File: src/rtl/c6_lane_collector_if.sv
`default_nettype none
// ============================================================================
//  Module      : c6_lane_collector_if
//  Description : Upstream word / downstream packed-result handshake bundle
//                for the C6 lane collector, plus its status outputs.
//  Revision    : 1.0  initial release
// ============================================================================
interface c6_lane_collector_if #(
    parameter int N_LANES    = 8,
    parameter int LANE_W_IN  = 8,
    parameter int LANE_W_OUT = 6
);
    logic                            in_valid;
    logic                            in_ready;
    logic [N_LANES*LANE_W_IN-1:0]    in_c;
    logic                            out_valid;
    logic                            out_ready;
    logic [N_LANES*LANE_W_OUT-1:0]   out_c6;
    logic                            busy;
    logic [2:0]                      lane_idx;

    modport master (
        output in_valid, in_c, out_ready,
        input  in_ready, out_valid, out_c6, busy, lane_idx
    );

    modport slave (
        input  in_valid, in_c, out_ready,
        output in_ready, out_valid, out_c6, busy, lane_idx
    );
endinterface
`default_nettype wire

File: src/rtl/c6_lane_collector.sv
`default_nettype none
// ============================================================================
//  Module      : c6_lane_collector
//  Description : Walks the eight byte lanes of a captured C word one per
//                cycle, applies the C6 bit transform and packs the 6-bit
//                results into a 48-bit word handed off over valid/ready.
//  Revision    : 1.0  initial release
// ============================================================================
module c6_lane_collector #(
    parameter int N_LANES    = 8,
    parameter int LANE_W_IN  = 8,
    parameter int LANE_W_OUT = 6
) (
    input  logic                  clk,
    input  logic                  rst_n,
    c6_lane_collector_if.slave    bus
);
    localparam int         c_IDX_W   = 3;
    localparam logic [1:0] c_ST_IDLE = 2'd0;
    localparam logic [1:0] c_ST_RUN  = 2'd1;
    localparam logic [1:0] c_ST_DONE = 2'd2;

    logic [1:0]                     r_state;
    logic [1:0]                     w_state_nxt;
    logic                           r_in_ready;
    logic                           r_out_valid;
    logic                           r_busy;
    logic                           w_in_ready_nxt;
    logic                           w_out_valid_nxt;
    logic                           w_busy_nxt;
    logic [N_LANES*LANE_W_IN-1:0]   r_c;
    logic [N_LANES*LANE_W_OUT-1:0]  r_out_c6;
    logic [c_IDX_W-1:0]             r_lane_idx;
    logic                           w_last_lane;
    logic [LANE_W_OUT-1:0]          w_lane_c6 [N_LANES];

    assign w_last_lane = (r_lane_idx == c_IDX_W'(N_LANES - 1));

    // Every lane's transform is available in parallel; the walk only selects
    // which slice of the packed result gets written on a given edge.
    generate
        for (genvar g = 0; g < N_LANES; g++) begin : g_lane
            logic [LANE_W_IN-1:0] w_b;
            assign w_b          = r_c[g*LANE_W_IN +: LANE_W_IN];
            assign w_lane_c6[g] = {w_b[7] ^ w_b[1], w_b[3], w_b[2],
                                   w_b[5] ^ w_b[0], w_b[4], w_b[6]};
        end
    endgenerate

    // State register; handshake/status flags are registered from the next state
    always_ff @(posedge clk) begin
        if (!rst_n) begin
            r_state     <= c_ST_IDLE;
            r_in_ready  <= 1'b1;
            r_out_valid <= 1'b0;
            r_busy      <= 1'b0;
        end else begin
            r_state     <= w_state_nxt;
            r_in_ready  <= w_in_ready_nxt;
            r_out_valid <= w_out_valid_nxt;
            r_busy      <= w_busy_nxt;
        end
    end

    always_comb begin
        w_state_nxt = r_state;
        case (r_state)
            c_ST_IDLE: if (bus.in_valid)  w_state_nxt = c_ST_RUN;
            c_ST_RUN:  if (w_last_lane)   w_state_nxt = c_ST_DONE;
            c_ST_DONE: if (bus.out_ready) w_state_nxt = c_ST_IDLE;
            default:                      w_state_nxt = c_ST_IDLE;
        endcase
    end

    always_comb begin
        w_in_ready_nxt  = (w_state_nxt == c_ST_IDLE);
        w_busy_nxt      = (w_state_nxt == c_ST_RUN);
        w_out_valid_nxt = (w_state_nxt == c_ST_DONE);
    end

    // Capture and lane-walk datapath
    always_ff @(posedge clk) begin
        if (!rst_n) begin
            r_c        <= '0;
            r_out_c6   <= '0;
            r_lane_idx <= '0;
        end else begin
            case (r_state)
                c_ST_IDLE: begin
                    if (bus.in_valid) begin
                        r_c        <= bus.in_c;
                        r_out_c6   <= '0;
                        r_lane_idx <= '0;
                    end
                end
                c_ST_RUN: begin
                    for (int k = 0; k < N_LANES; k++) begin
                        if (r_lane_idx == c_IDX_W'(k))
                            r_out_c6[k*LANE_W_OUT +: LANE_W_OUT] <= w_lane_c6[k];
                    end
                    r_lane_idx <= r_lane_idx + c_IDX_W'(1);
                end
                default: ;
            endcase
        end
    end

    assign bus.in_ready  = r_in_ready;
    assign bus.out_valid = r_out_valid;
    assign bus.busy      = r_busy;
    assign bus.out_c6    = r_out_c6;
    assign bus.lane_idx  = r_lane_idx;
endmodule
`default_nettype wire

File: src/flat_wrapper.sv
// flat-port wrapper written by rule: the top's interface ports become plain ports
module c6_lane_collector_flat 
#(
    parameter int N_LANES    = 8,
    parameter int LANE_W_IN  = 8,
    parameter int LANE_W_OUT = 6
)
  (clk, rst_n, bus_in_valid, bus_in_c, bus_out_ready, bus_in_ready, bus_out_valid, bus_out_c6, bus_busy, bus_lane_idx);
  c6_lane_collector_if #(.N_LANES(N_LANES), .LANE_W_IN(LANE_W_IN), .LANE_W_OUT(LANE_W_OUT)) bus_i ();
  input  logic clk;
  input  logic rst_n;
  input wire logic [$bits(bus_i.in_valid)-1:0] bus_in_valid;
  input wire logic [$bits(bus_i.in_c)-1:0] bus_in_c;
  input wire logic [$bits(bus_i.out_ready)-1:0] bus_out_ready;
  output wire logic [$bits(bus_i.in_ready)-1:0] bus_in_ready;
  output wire logic [$bits(bus_i.out_valid)-1:0] bus_out_valid;
  output wire logic [$bits(bus_i.out_c6)-1:0] bus_out_c6;
  output wire logic [$bits(bus_i.busy)-1:0] bus_busy;
  output wire logic [$bits(bus_i.lane_idx)-1:0] bus_lane_idx;
  assign bus_i.in_valid = bus_in_valid;
  assign bus_i.in_c = bus_in_c;
  assign bus_i.out_ready = bus_out_ready;
  assign bus_in_ready = bus_i.in_ready;
  assign bus_out_valid = bus_i.out_valid;
  assign bus_out_c6 = bus_i.out_c6;
  assign bus_busy = bus_i.busy;
  assign bus_lane_idx = bus_i.lane_idx;
  c6_lane_collector #(.N_LANES(N_LANES), .LANE_W_IN(LANE_W_IN), .LANE_W_OUT(LANE_W_OUT)) u_core (.clk(clk), .rst_n(rst_n), .bus(bus_i));
endmodule
File: config.mk
export PLATFORM = sky130hd
export DESIGN_NAME = c6_lane_collector_flat
export DESIGN_NICKNAME = d
export VERILOG_FILES = /design/src/rtl/c6_lane_collector_if.sv /design/src/rtl/c6_lane_collector.sv /design/src/flat_wrapper.sv
export SDC_FILE = /design/constraint.sdc
export NUM_CORES = 1
export LEC_CHECK = 0
export ABC_CLOCK_PERIOD_IN_PS = 1250
export CAP_MARGIN = 20
export CORE_AREA = 3 3 121 123
export CTS_CLUSTER_DIAMETER = 200
export DETAILED_ROUTE_END_ITERATION = 10
export DIE_AREA = 0 0 124 126
export PLACE_DENSITY_LB_ADDON = 0.05
export SLEW_MARGIN = 20
export SYNTH_ARGS = -nofsm -noshare
export SYNTH_HDL_FRONTEND = slang
export SYNTH_SLANG_ARGS = --single-unit
export TNS_END_PERCENT = 50
File: constraint.sdc
create_clock -name clk -period 1.25 [get_ports clk]
set_input_delay 0.25 -clock clk [delete_from_list [all_inputs] [get_ports clk]]
set_output_delay 0.25 -clock clk [all_outputs]
set_load 0.1 [all_outputs]
; Yosys cells after proc, flatten, opt, wreduce, memory -nomap -nowiden
; Index checks and enable logic that the tools add are counted.
[totals]
register_bits = 120
inputBits = 68
out_inout_bits = 54
wordCells = 81
[classes]
n_addsub = 1
n_eq_ne = 20
muxes = 16
bitwise_logic = 16
reduce_logical = 14
[op_table]
columns = op, count
row1 = $pmux 48 s2, 1
row2 = $mux 48, 1
row3 = $mux 6, 8
row4 = $reduce_and 3->1, 8
row5 = $ne 2x1->1 const B, 8
row6 = $xor 1x1->1, 16
row7 = $eq 3x3->1 const B, 4
row8 = $eq 3x2->1 const B, 2
row9 = $mux 2, 3
row10 = $pmux 2 s3, 1
row11 = $pmux 3 s2, 1
row12 = $eq 2x1->1 const B, 2
row13 = $eq 2x2->1 const B, 2
row14 = $logic_not 2->1, 2
row15 = $reduce_and 2->1, 2
row16 = $add 3x1->3 const B, 1
row17 = $eq 3x1->1 const B, 1
row18 = $logic_not 3->1, 1
row19 = $mux 3, 1
row20 = $ne 2x2->1 const B, 1
row21 = $reduce_bool 2->1, 1

; Logic depth before layout (Yosys ltp)
; Gate-level depths: netlist of run 1.
[logic_depth]
word_depth = 4
ltp_mapped = 5
depth_no_buf = 5

; Worst setup path before layout of run 1
; OpenSTA, ideal clock, no wires.
[synth_path]
path_kind = register -> register
startpoint = register u_core.r_lane_idx[1] (netlist: u_core.bus.lane_idx[1])
endpoint = register u_core.r_out_c6[18] (netlist: u_core.bus.out_c6[18])
setup_ns = 0.117
arrival_ns = 1.987
required_ns = 1.133
setup_slack_ns = -0.855
stages_incl_launch_ff = 6
path_buffers = 0
synth_period_minus_slack_ns = 2.105
path_cell_list = dfxtp_1 > ha_1 > ha_1 > nand2_1 > a21o_1 > a32o_1
[synth_between]
elab_chain_cells = 3
[synth_lines]
columns = element, line_no
row1 = "start, declared", c6_lane_collector.sv:33  ; logic [c_IDX_W-1:0] r_lane_idx;
row2 = "start signal, assigned", c6_lane_collector.sv:101  ; r_lane_idx <= r_lane_idx + c_IDX_W'(1);
row3 = $eq 3x2->1, c6_lane_collector.sv:98  ; if (r_lane_idx == c_IDX_W'(k))
row4 = $ne 2x1->1 (no line), n/a
row5 = $reduce_and 3->1 (no line), n/a
row6 = "end signal, assigned by index", c6_lane_collector.sv:99  ; r_out_c6[k*LANE_W_OUT +: LANE_W_OUT] <= w_lane_c6[k];
row7 = "end, declared", c6_lane_collector.sv:32  ; logic [N_LANES*LANE_W_OUT-1:0] r_out_c6;
; Every way passes these cells.
; A chain may end at the register's enable or synchronous reset.

; Final worst setup path of run 1
[layout_path]
startpoint = register u_core.r_state[0]
endpoint = register u_core.r_c[12]
[layout_between]
elab_chain_cells = 2
[layout_lines]
columns = element, line_no
row1 = "start, declared", c6_lane_collector.sv:23  ; logic [1:0] r_state;
row2 = "start signal, assigned", c6_lane_collector.sv:53  ; r_state <= c_ST_IDLE;
row3 = "start signal, assigned", c6_lane_collector.sv:58  ; r_state <= w_state_nxt;
row4 = $logic_not 2->1, c6_lane_collector.sv:88  ; case (r_state)
row5 = $reduce_and 2->1 (no line), n/a
row6 = "end signal, assigned", c6_lane_collector.sv:91  ; r_c <= bus.in_c;
row7 = "end, declared", c6_lane_collector.sv:31  ; logic [N_LANES*LANE_W_IN-1:0] r_c;
; Every way passes these cells.

==> results.md, run 1 <==
Run status:
- The run finished, with violations left.
- The final reports fail on setup timing.

Detailed routing:
- The per-cell routed wire length is between 15 and 20 um.
- For this block, the routed nets add up to 14080 um of wire.
- The DRC marker count from the first detailed-route iteration is about 240.
- The count of antenna-violating nets left after detailed routing is 0.
- The first-pass iteration count of the detailed router is 4.
- The post-detailed-route DRC marker count is 0.
- After detailed routing, the number of vias per cell comes to 4.741.
- The total via count in the routed design is ~4300.

Worst setup path:
- Of all nets on the critical path, the largest fanout is 13.
- The kind of start point of the critical path is a flip-flop.
- The worst reg-to-reg setup slack is -110 ps.
- The worst register-to-register path has a depth of 4.
- At the worst endpoint, the required time is roughly 1600 ps.
- In this run the critical register-to-register path is captured at u_core.r_c[12]$_SDFFE_PN0P_.
- The worst setup path is captured at a flip-flop.
- The critical setup path kind is reg2reg.
- The worst register-to-register path begins at u_core.r_state[0]$_SDFF_PN0_.
- At the worst endpoint, the arrival time is roughly 1700 ps.

Die:
- The initialized floorplan defines 43 standard-cell rows.
- The initial utilization of the core area, before any placement, comes to 0.3653.
- The overall die height is between 100 and 150 um.
- The die covers between 0.015 and 0.02 mm2.
- The chip width is 124 um.
- During I/O placement, the number of pins put on the boundary was 122.
- The core region is ~0.014 mm2.

Flow run:
- The count of max-cap constraint violations is 0.

Synthesis:
- The compound-gate portion of the synthesized area is 0.1482.
- The average footprint of a synthesized cell is ~9.2 um2.
- The number of distinct standard cells referenced by the synthesized netlist is 31.
- The sequential element share of the synthesized area is 0.4775.
- The leading area contributor after synthesis is sky130_fd_sc_hd__dfxtp_1.
- The top-area cell type share of the netlist area is 0.4775.
- The adder-cell share of the synthesized area is 0.01492.
- Sorting the synthesized cells by area gives the leading types as sky130_fd_sc_hd__dfxtp_1 (48%), sky130_fd_sc_hd__nand2_1 (16%), sky130_fd_sc_hd__mux2i_1 (8.8%).
- The multiplexer share of the synthesized area is 0.08754.
- Synthesis produced ~550 cells.
- The total of warnings raised by yosys is 0.
- After synthesis, the largest family of logic cells by area is simple AND/OR/NAND/NOR gates.
- Counting flops and latches in the post-synthesis netlist gives 120.
- Of the total synthesized cell area, the portion taken by XOR and XNOR cells is 0.02785.
- The cell area after synthesis is 0.005031 mm2.
- The total nets after synthesis is slightly above 600.
- The simple-gate share of the synthesized area is 0.1890.

Timing:
- The max-slew violation count is 0.
- The post-layout worst setup margin is -113.0 ps.
- Subtracting the final worst setup slack from the clock period gives ~1400 ps.
- The count of final hold-check violations was 0.
- Setup violations remaining at the end of the flow were counted as roughly 110.
- The final hold slack is 306.0 ps.
- Based on the critical path, the design can be clocked at up to ~730 MHz.
- The headroom to the max-slew limit is 0.7542.
- At the pin with the least slew margin, the transition time is approximately 370 ps.
- Setup repair after global routing could not meet its margin everywhere.
- The clock arrives with about 7 ps of skew.
- Adding up every negative setup slack in the final design gives -7217 ps.
- The share of the clock period used by the worst path is 1.090.

Global route:
- The residual overflow from global routing is 0.
- The global-route wire length before repair is around 20000 um.
- In the global route stage, overall resource usage came out at 0.1629.
- The maximum number of pins on one net before global-route repair is 37.
- The via count of the first global-routing pass is ~4100.
- The initial antenna violation count is 0.

Pwr:
- The power density relative to cell area is approximately 1200 mW/mm2.
- For this design the static power due to leakage is between 3 and 4 nW.
- Across the VDD grid, the largest voltage drop is roughly 0.0008 V.
- Overall power consumption after layout is estimated at approximately 11 mW.

Place:
- The cell area after placement is just over 0.007 mm2.
- The estimated wirelength of the detail-placed design is ~8400 um.
- The count of input and output buffers is ~120.
- The congestion estimate from routability-driven global placement came to 0.7349.

Layout:
- Relative to the synthesized area, the layout overhead comes to 74.71%.
- The repair_antennas step left the layout with diodes totalling 0.
- The fraction of final layout cells with drive strength greater than 1 is 0.4172.
- The number of nets at the end of the flow is just under 800.
- Once layout is complete, the utilization of the core stands at 0.6382.
- After filler insertion, the fill cell instance count of the layout stands at ~1200.
- The finished cells cover about 0.0088 mm2.

Clock network:
- The tree built by TritonCTS fans out to 120 sinks.
- The count of hold buffers inserted by post-cts repair is 0.
- Clock tree synthesis inserted a total of 17 buffers.
- The worst-case clock buffer depth is 2.
- The post-CTS clock slew at the launch and capture registers of the worst setup and hold paths is around 50 ps.
- The clock latency at the later pin of the worst-skew pair is ~400 ps.
- The CTS tree is done.
- The master cell of the clock root buffer is sky130_fd_sc_hd__clkbuf_16.
- The H-tree was split into 4 levels.

Min path:
- In this run the most critical hold path is launched from rst_n.
- The worst hold path was traced through 3 stages.
- The worst hold path terminates at u_core.r_state[1]$_SDFF_PN0_.
- The min-delay analysis places its worst path in the category in2reg.
[worst max path at each step]
stage / start / endpoint / slack, ps / cells past startpoint
floorplan: u_core.bus.lane_idx[1]$_SDFFE_PN0P_ / u_core.bus.out_c6[42]$_SDFFE_PN0P_ / -220 / 5
global placement: bus_in_valid / u_core.bus.out_c6[18]$_SDFFE_PN0P_ / -460 / 5
detailed placement: bus_in_valid / u_core.bus.out_c6[22]$_SDFFE_PN0P_ / -450 / 5
CTS: u_core.bus.lane_idx[0]$_SDFFE_PN0P_ / u_core.bus.out_c6[41]$_SDFFE_PN0P_ / -110 / 6
global route: u_core.r_state[0]$_SDFF_PN0_ / u_core.bus.out_c6[38]$_SDFFE_PN0P_ / -190 / 6
finish: u_core.r_state[0]$_SDFF_PN0_ / u_core.r_c[12]$_SDFFE_PN0P_ / -110 / 4
[through the flow]
stage / worst slack (ps) / instances
global placement: -456.8 / 843
CTS: -108.0 / 880
global route: -186.2 / 899
finish: -113.0 / 899
floorplan: -222.3 / 546
detailed placement: -451.2 / 843
[cells in the mapped netlist]
cell type / instances
sky130_fd_sc_hd__a21boi_0: 6
sky130_fd_sc_hd__a21boi_1: 50
sky130_fd_sc_hd__a21boi_2: 10
sky130_fd_sc_hd__a21o_1: 1
sky130_fd_sc_hd__a21oi_1: 4
sky130_fd_sc_hd__a21oi_4: 4
sky130_fd_sc_hd__a31oi_4: 3
sky130_fd_sc_hd__a32o_1: 4
sky130_fd_sc_hd__a32oi_1: 1
sky130_fd_sc_hd__and2b_1: 1
sky130_fd_sc_hd__and3b_1: 1
sky130_fd_sc_hd__buf_2: 7
sky130_fd_sc_hd__buf_4: 3
sky130_fd_sc_hd__buf_6: 12
sky130_fd_sc_hd__clkbuf_1: 11
sky130_fd_sc_hd__clkbuf_8: 2
sky130_fd_sc_hd__dfxtp_1: 120
sky130_fd_sc_hd__ha_1: 6
sky130_fd_sc_hd__inv_1: 4
sky130_fd_sc_hd__mux2i_1: 44
sky130_fd_sc_hd__nand2_1: 218
sky130_fd_sc_hd__nand2b_1: 3
sky130_fd_sc_hd__nand3_1: 3
sky130_fd_sc_hd__nand3b_1: 1
sky130_fd_sc_hd__nor2_1: 3
sky130_fd_sc_hd__nor2b_1: 2
sky130_fd_sc_hd__nor3b_1: 2
sky130_fd_sc_hd__nor3b_4: 1
sky130_fd_sc_hd__o21bai_1: 1
sky130_fd_sc_hd__or3b_2: 2
sky130_fd_sc_hd__xor2_1: 16
[cell usage in the layout (no fill, tap or decap), types with 5 or more instances in the layout]
cell type	instances
sky130_fd_sc_hd__nand2_2	44
sky130_fd_sc_hd__clkbuf_16	30
sky130_fd_sc_hd__buf_4	14
sky130_fd_sc_hd__nand2_4	19
sky130_fd_sc_hd__dfxtp_1	73
sky130_fd_sc_hd__dfxtp_2	42
sky130_fd_sc_hd__dfxtp_4	5
sky130_fd_sc_hd__xor2_1	16
sky130_fd_sc_hd__mux2i_1	44
sky130_fd_sc_hd__buf_6	9
sky130_fd_sc_hd__clkdlybuf4s50_1	65
sky130_fd_sc_hd__a21boi_2	22
sky130_fd_sc_hd__a21boi_1	43
sky130_fd_sc_hd__ha_4	5
sky130_fd_sc_hd__buf_12	72
sky130_fd_sc_hd__nand2_1	155
[worst max-delay path: stages (launching register included)]
cell and delay (ps):
sky130_fd_sc_hd__dfxtp_4 380, sky130_fd_sc_hd__or3b_4 520, sky130_fd_sc_hd__clkbuf_16 220, sky130_fd_sc_hd__nand2_1 80
sky130_fd_sc_hd__a21boi_1 60
[cell type report]
type                       instances  area, um2  area share
clock buffer                      22      484.2     0.05509
clock inverter                     8      95.09     0.01082
inverter                           4      20.02    0.002278
multi-input combinational        388       2785      0.3169
sequential                       120       2474      0.2814
tap                              180      225.2     0.02562
timing repair buffer             177       2706      0.3079
[what timing repair did]
action                     in CTS  in global routing
cloned                          1                 16
gates resized for setup        41                130
pin swaps                      13                 41
buffers inserted                6                  4
setup endpoints to repair     110                144
[sequential cells by signal (all words and copies together), names as in the netlist]
name                  cells
u_core.bus.out_valid      1
u_core.r_c               64
u_core.bus.out_c6        48
u_core.bus.lane_idx       3
u_core.r_state            2
u_core.bus.busy           1
u_core.bus.in_ready       1
[routing by layer]
metal | global-route usage | part of all wire | up-vias | wire length [um]
li1 | - | - | 2110 | -
met5 | 0 | 0 | - | 0
met1 | 0.1992 | 0.43 | 2016 | 6077
met2 | 0.2663 | 0.49 | 112 | 6871
met3 | 0.04356 | 0.057 | 24 | 796
met4 | 0.07345 | 0.023 | 0 | 330
[where the power goes]
group | switching [mW] | internal (mW)
sequential | 0.138 | 3.99
clock | 1.66 | 3.11
combinational | 0.904 | 0.996
total | 2.70 | 8.09
[logic make-up after synthesis]
family,count (synthesis)
AO/OA/AOI/OAI,84
XOR/XNOR,16
adder cells (fa/ha/maj),6
buffers and inverters,39
flip-flops,120
multiplexers,44
AND/OR/NAND/NOR,237
(Power assumes the default switching activity.)
==> run 2: changes to the inputs <==
- PLACE_DENSITY: default -> 0.62
- PLACE_DENSITY_LB_ADDON: 0.05 -> default
- RECOVER_POWER: default -> 25
==> results.md, run 2 (synthesized netlist as in run 1, its figures left out) <==
Run status:
- The flow ran to the end, but the final reports show violations.
- The final reports fail on setup timing.

Worst setup path:
- The critical path startpoint is u_core.bus.lane_idx[1]$_SDFFE_PN0P_.
- STA classifies the critical path startpoint as a flip-flop.
- The number of cell instances on the worst register-to-register path is 6.
- On the critical path the largest part of the delay comes from flip-flops.
- By startpoint and endpoint, the worst setup path is classified as reg2reg.
- Walking the worst path, the cells encountered are ha_4 -> ha_4 -> nand2_4 -> a21oi_4 -> buf_12 -> mux2i_1.
- The worst reg-to-reg setup slack is -120 ps.
- The source of the worst register-to-register timing path is u_core.bus.lane_idx[1]$_SDFFE_PN0P_.
- The timing endpoint of the critical path is u_core.bus.out_c6[47]$_SDFFE_PN0P_.
- Counting both buffers and inverters, the worst setup path holds a total of 1.
- The most numerous cell on the critical path is sky130_fd_sc_hd__ha_4.
- Data on the critical path arrives at its endpoint at between 1500 and 2000 ps.
- Of all nets on the critical path, the largest fanout is 6.
- The critical path capture point type is a flip-flop.
- In this design, the stage delay of the slowest critical-path cell is 410 ps.
- The cell at the slowest stage of the critical path is sky130_fd_sc_hd__dfxtp_4.
- The endpoint of the worst register-to-register path is u_core.bus.out_c6[47]$_SDFFE_PN0P_.
- The count of cell instances traversed by the critical path is 6.
- The required time of the critical path is between 1500 and 2000 ps.

Pwr:
- Across the VDD grid, the largest voltage drop is 0.0007755 V.
- Summed over all cells, the static leakage comes to 3.369 nW.
- The power density relative to cell area is between 1000 and 1500 mW/mm2.

Place:
- At the end of routability-driven placement, the weighted congestion stood at ~0.77.
- The cell area after placement is 0.007148 mm2.
- Counting tap cells, the placed design contains a total of about 840 instances.
- Once detailed placement completed, the half-perimeter wirelength came to ~8300 um.
- Buffers placed on the I/O ports in this run total approximately 120.

Die:
- The initialized floorplan defines 43 standard-cell rows.
- The effective utilization at floorplan is 0.3653.
- The floorplan step defined a die boundary enclosing around 0.016 mm2.
- The core region is about 0.014 mm2.
- The floorplan step set the die width to between 100 and 150 um.
- Pin placement for this block handled 122 I/O pins.
- In this run the vertical extent of the chip is approximately 130 um.

Layout:
- The fraction of final layout cells with drive strength greater than 1 is 0.3770.
- Leaving out fill and tap cells, the most frequent cell in the layout is sky130_fd_sc_hd__nand2_1.
- The register with the most flip-flops in the layout has between 60 and 70 of them.
- The area growth from synthesis to layout is 67.35%.
- 0 antenna diodes ended up in the layout.
- Across the whole layout, storage elements account for about 0.0025 mm2.
- The final instance area is ~0.0084 mm2.
- The multi-input combinational cells in the finished layout cover a total of between 0.002 and 0.003 mm2.
- Measured on the finished design, the core utilization comes to 0.6113.
- The library cells used most frequently in the layout, excluding fill and tap cells, are sky130_fd_sc_hd__nand2_1 (164), sky130_fd_sc_hd__dfxtp_1 (89), sky130_fd_sc_hd__clkdlybuf4s50_1 (65), sky130_fd_sc_hd__buf_12 (65), sky130_fd_sc_hd__mux2i_1 (44).
- The final-layout fill cell count is approximately 1200.
- More flip-flops sit in one register than any other, and that register is u_core.r_c.
- After the last flow step, the layout net total stands at 767.
- The number of standard cells in the layout, taps in and fillers out is between 800 and 900.

Flow run:
- The count of max-cap constraint violations is 0.

Timing:
- The max-slew violation count came to 0.
- For the finished layout, the period the worst path requires is approximately 1400 ps.
- Setup repair after global routing could not meet its margin everywhere.
- The share of the clock period used by the worst path is 1.097.
- The transition at the pin with the smallest max-transition slack is roughly 470 ps.
- The highest clock rate is between 700 and 800 MHz.
- Across all hold checks on the routed design, the worst slack comes to approximately 150 ps.
- In the final timing run, aggregate negative setup slack is -6108 ps.
- Setup violations remaining at the end of the flow were counted as 113.
- The worst setup skew after layout is slightly above 8 ps.
- The post-layout worst setup margin is -121.2 ps.
- The headroom to the max-slew limit is 0.6865.
- The count of final hold-check violations is 0.

Detailed routing:
- The count of antenna-violating nets left after detailed routing is 0.
- The per-cell routed wire length is 14.96 um.
- In the routed layout, each cell is associated on average with a via count of around 4.7.
- The wire length reported by the detailed router is 13210 um.
- The first detailed-routing pass ran for 6 iterations.
- The post-detailed-route DRC marker count is 0.
- In this run, the number of DRC markers left after iteration 0 of detailed routing was around 160.
- The routed layout has around 4200 vias.

Global route:
- Entering global routing, the biggest net connects 54 pins.
- The initial antenna violation count was 0.
- Across every metal layer, demand over resource in global routing totals 0.1640.
- The residual overflow from global routing is 0.
- The via count of the first global-routing pass is around 4300.
- The first global-routing pass estimated about 20000 um of wire.

Clock network:
- The depth of the CTS H-tree is 4.
- After clock tree synthesis, the clock-pin slew on the worst setup and hold paths is approximately 50 ps.
- The count of hold buffers inserted by post-cts repair is 0.
- The number of clock buffers inserted by TritonCTS is 17.
- The master cell of the clock root buffer is sky130_fd_sc_hd__clkbuf_16.
- TritonCTS built the clock tree.
- The clock reaches the later pin of the worst-skew pair after 400 ps.
- Clock tree synthesis found a total of 120 sinks.
- The worst-case clock buffer depth is 2.

Min path:
- The kind of path behind the tightest hold check is in2reg.
==> run 2: cell count changes in the layout (fill, tap and decap cells not counted), moves of 2 or more <==
cell | before | now
sky130_fd_sc_hd__clkbuf_8 | 4 | 6
sky130_fd_sc_hd__a21boi_1 | 43 | 33
sky130_fd_sc_hd__nand2_1 | 155 | 164
sky130_fd_sc_hd__nand2_2 | 44 | 29
sky130_fd_sc_hd__dfxtp_2 | 42 | 27
sky130_fd_sc_hd__buf_6 | 9 | 13
sky130_fd_sc_hd__dfxtp_1 | 73 | 89
sky130_fd_sc_hd__clkinv_2 | 4 | 2
sky130_fd_sc_hd__a21boi_2 | 22 | 32
sky130_fd_sc_hd__nand2_4 | 19 | 25
sky130_fd_sc_hd__buf_12 | 72 | 65
sky130_fd_sc_hd__clkbuf_16 | 30 | 21
sky130_fd_sc_hd__clkbuf_1 | 1 | 3
==> run 2: how the worst min path moves through the flow <==
stage | to | from | slack, ps | cells after the start
2_1_floorplan | u_core.r_c[10]$_SDFFE_PN0P_ | bus_in_c[10] | 380 | 2
3_3_place_gp | u_core.bus.out_c6[13]$_SDFFE_PN0P_ | u_core.r_c[20]$_SDFFE_PN0P_ | 440 | 2
3_5_place_dp | u_core.r_c[2]$_SDFFE_PN0P_ | u_core.r_c[2]$_SDFFE_PN0P_ | 450 | 2
4_1_cts | u_core.r_state[1]$_SDFF_PN0_ | rst_n | 130 | 2
5_1_grt | u_core.r_state[1]$_SDFF_PN0_ | rst_n | 140 | 2
6_report | u_core.r_state[1]$_SDFF_PN0_ | rst_n | 150 | 2
==> run 2: what timing repair did <==
item                       in CTS  in global routing
buffers inserted                3                  3
cloned                          1                  6
gates resized for setup        46                118
pin swaps                      15                 68
setup endpoints to repair      90                137
==> run 2: metal layers <==
metal  vias up  share of wire  GRT usage
li1       2073              -          -
met2       104           0.50     0.2669
met1      1965           0.44     0.2087
met4         0         0.0096    0.04446
met5         -              0          0
met3        11          0.059    0.05299
==> run 2: final cells by class <==
class / instances / area share
well taps: 180 / 0.02675
clock inverters: 3 / 0.004756
flip-flops and latches: 120 / 0.2911
multi-input cells: 387 / 0.3345
inverters: 4 / 0.002378
clock buffers: 26 / 0.06167
repair buffers: 163 / 0.2788
==> run 2: through the flow <==
step | total power [mW] | setup slack [ps]
after floorplan | 5.013 | -222.3
after global placement | 5.570 | -423.8
after detailed placement | 5.594 | -492.9
after CTS | 10.27 | -120.8
after global routing | 10.84 | -175.1
final | 10.42 | -121.2
==> run 2: worst register-to-register path: cells and delay by family, from the launching register on <==
kind                     cells  cell delay, ps
buffers and inverters        1             150
multiplexers                 1             200
flip-flops                   1             410
AO/OA/AOI/OAI                1             150
AND/OR/NAND/NOR              1              50
adder cells (fa/ha/maj)      2             330
==> run 2: where the power goes <==
group | switching (mW) | internal, mW | total [mW]
Combinational | 0.852 | 0.850 | 1.70
Sequential | 0.144 | 3.99 | 4.14
Clock | 1.57 | 3.01 | 4.58
Total | 2.57 | 7.85 | 10.4
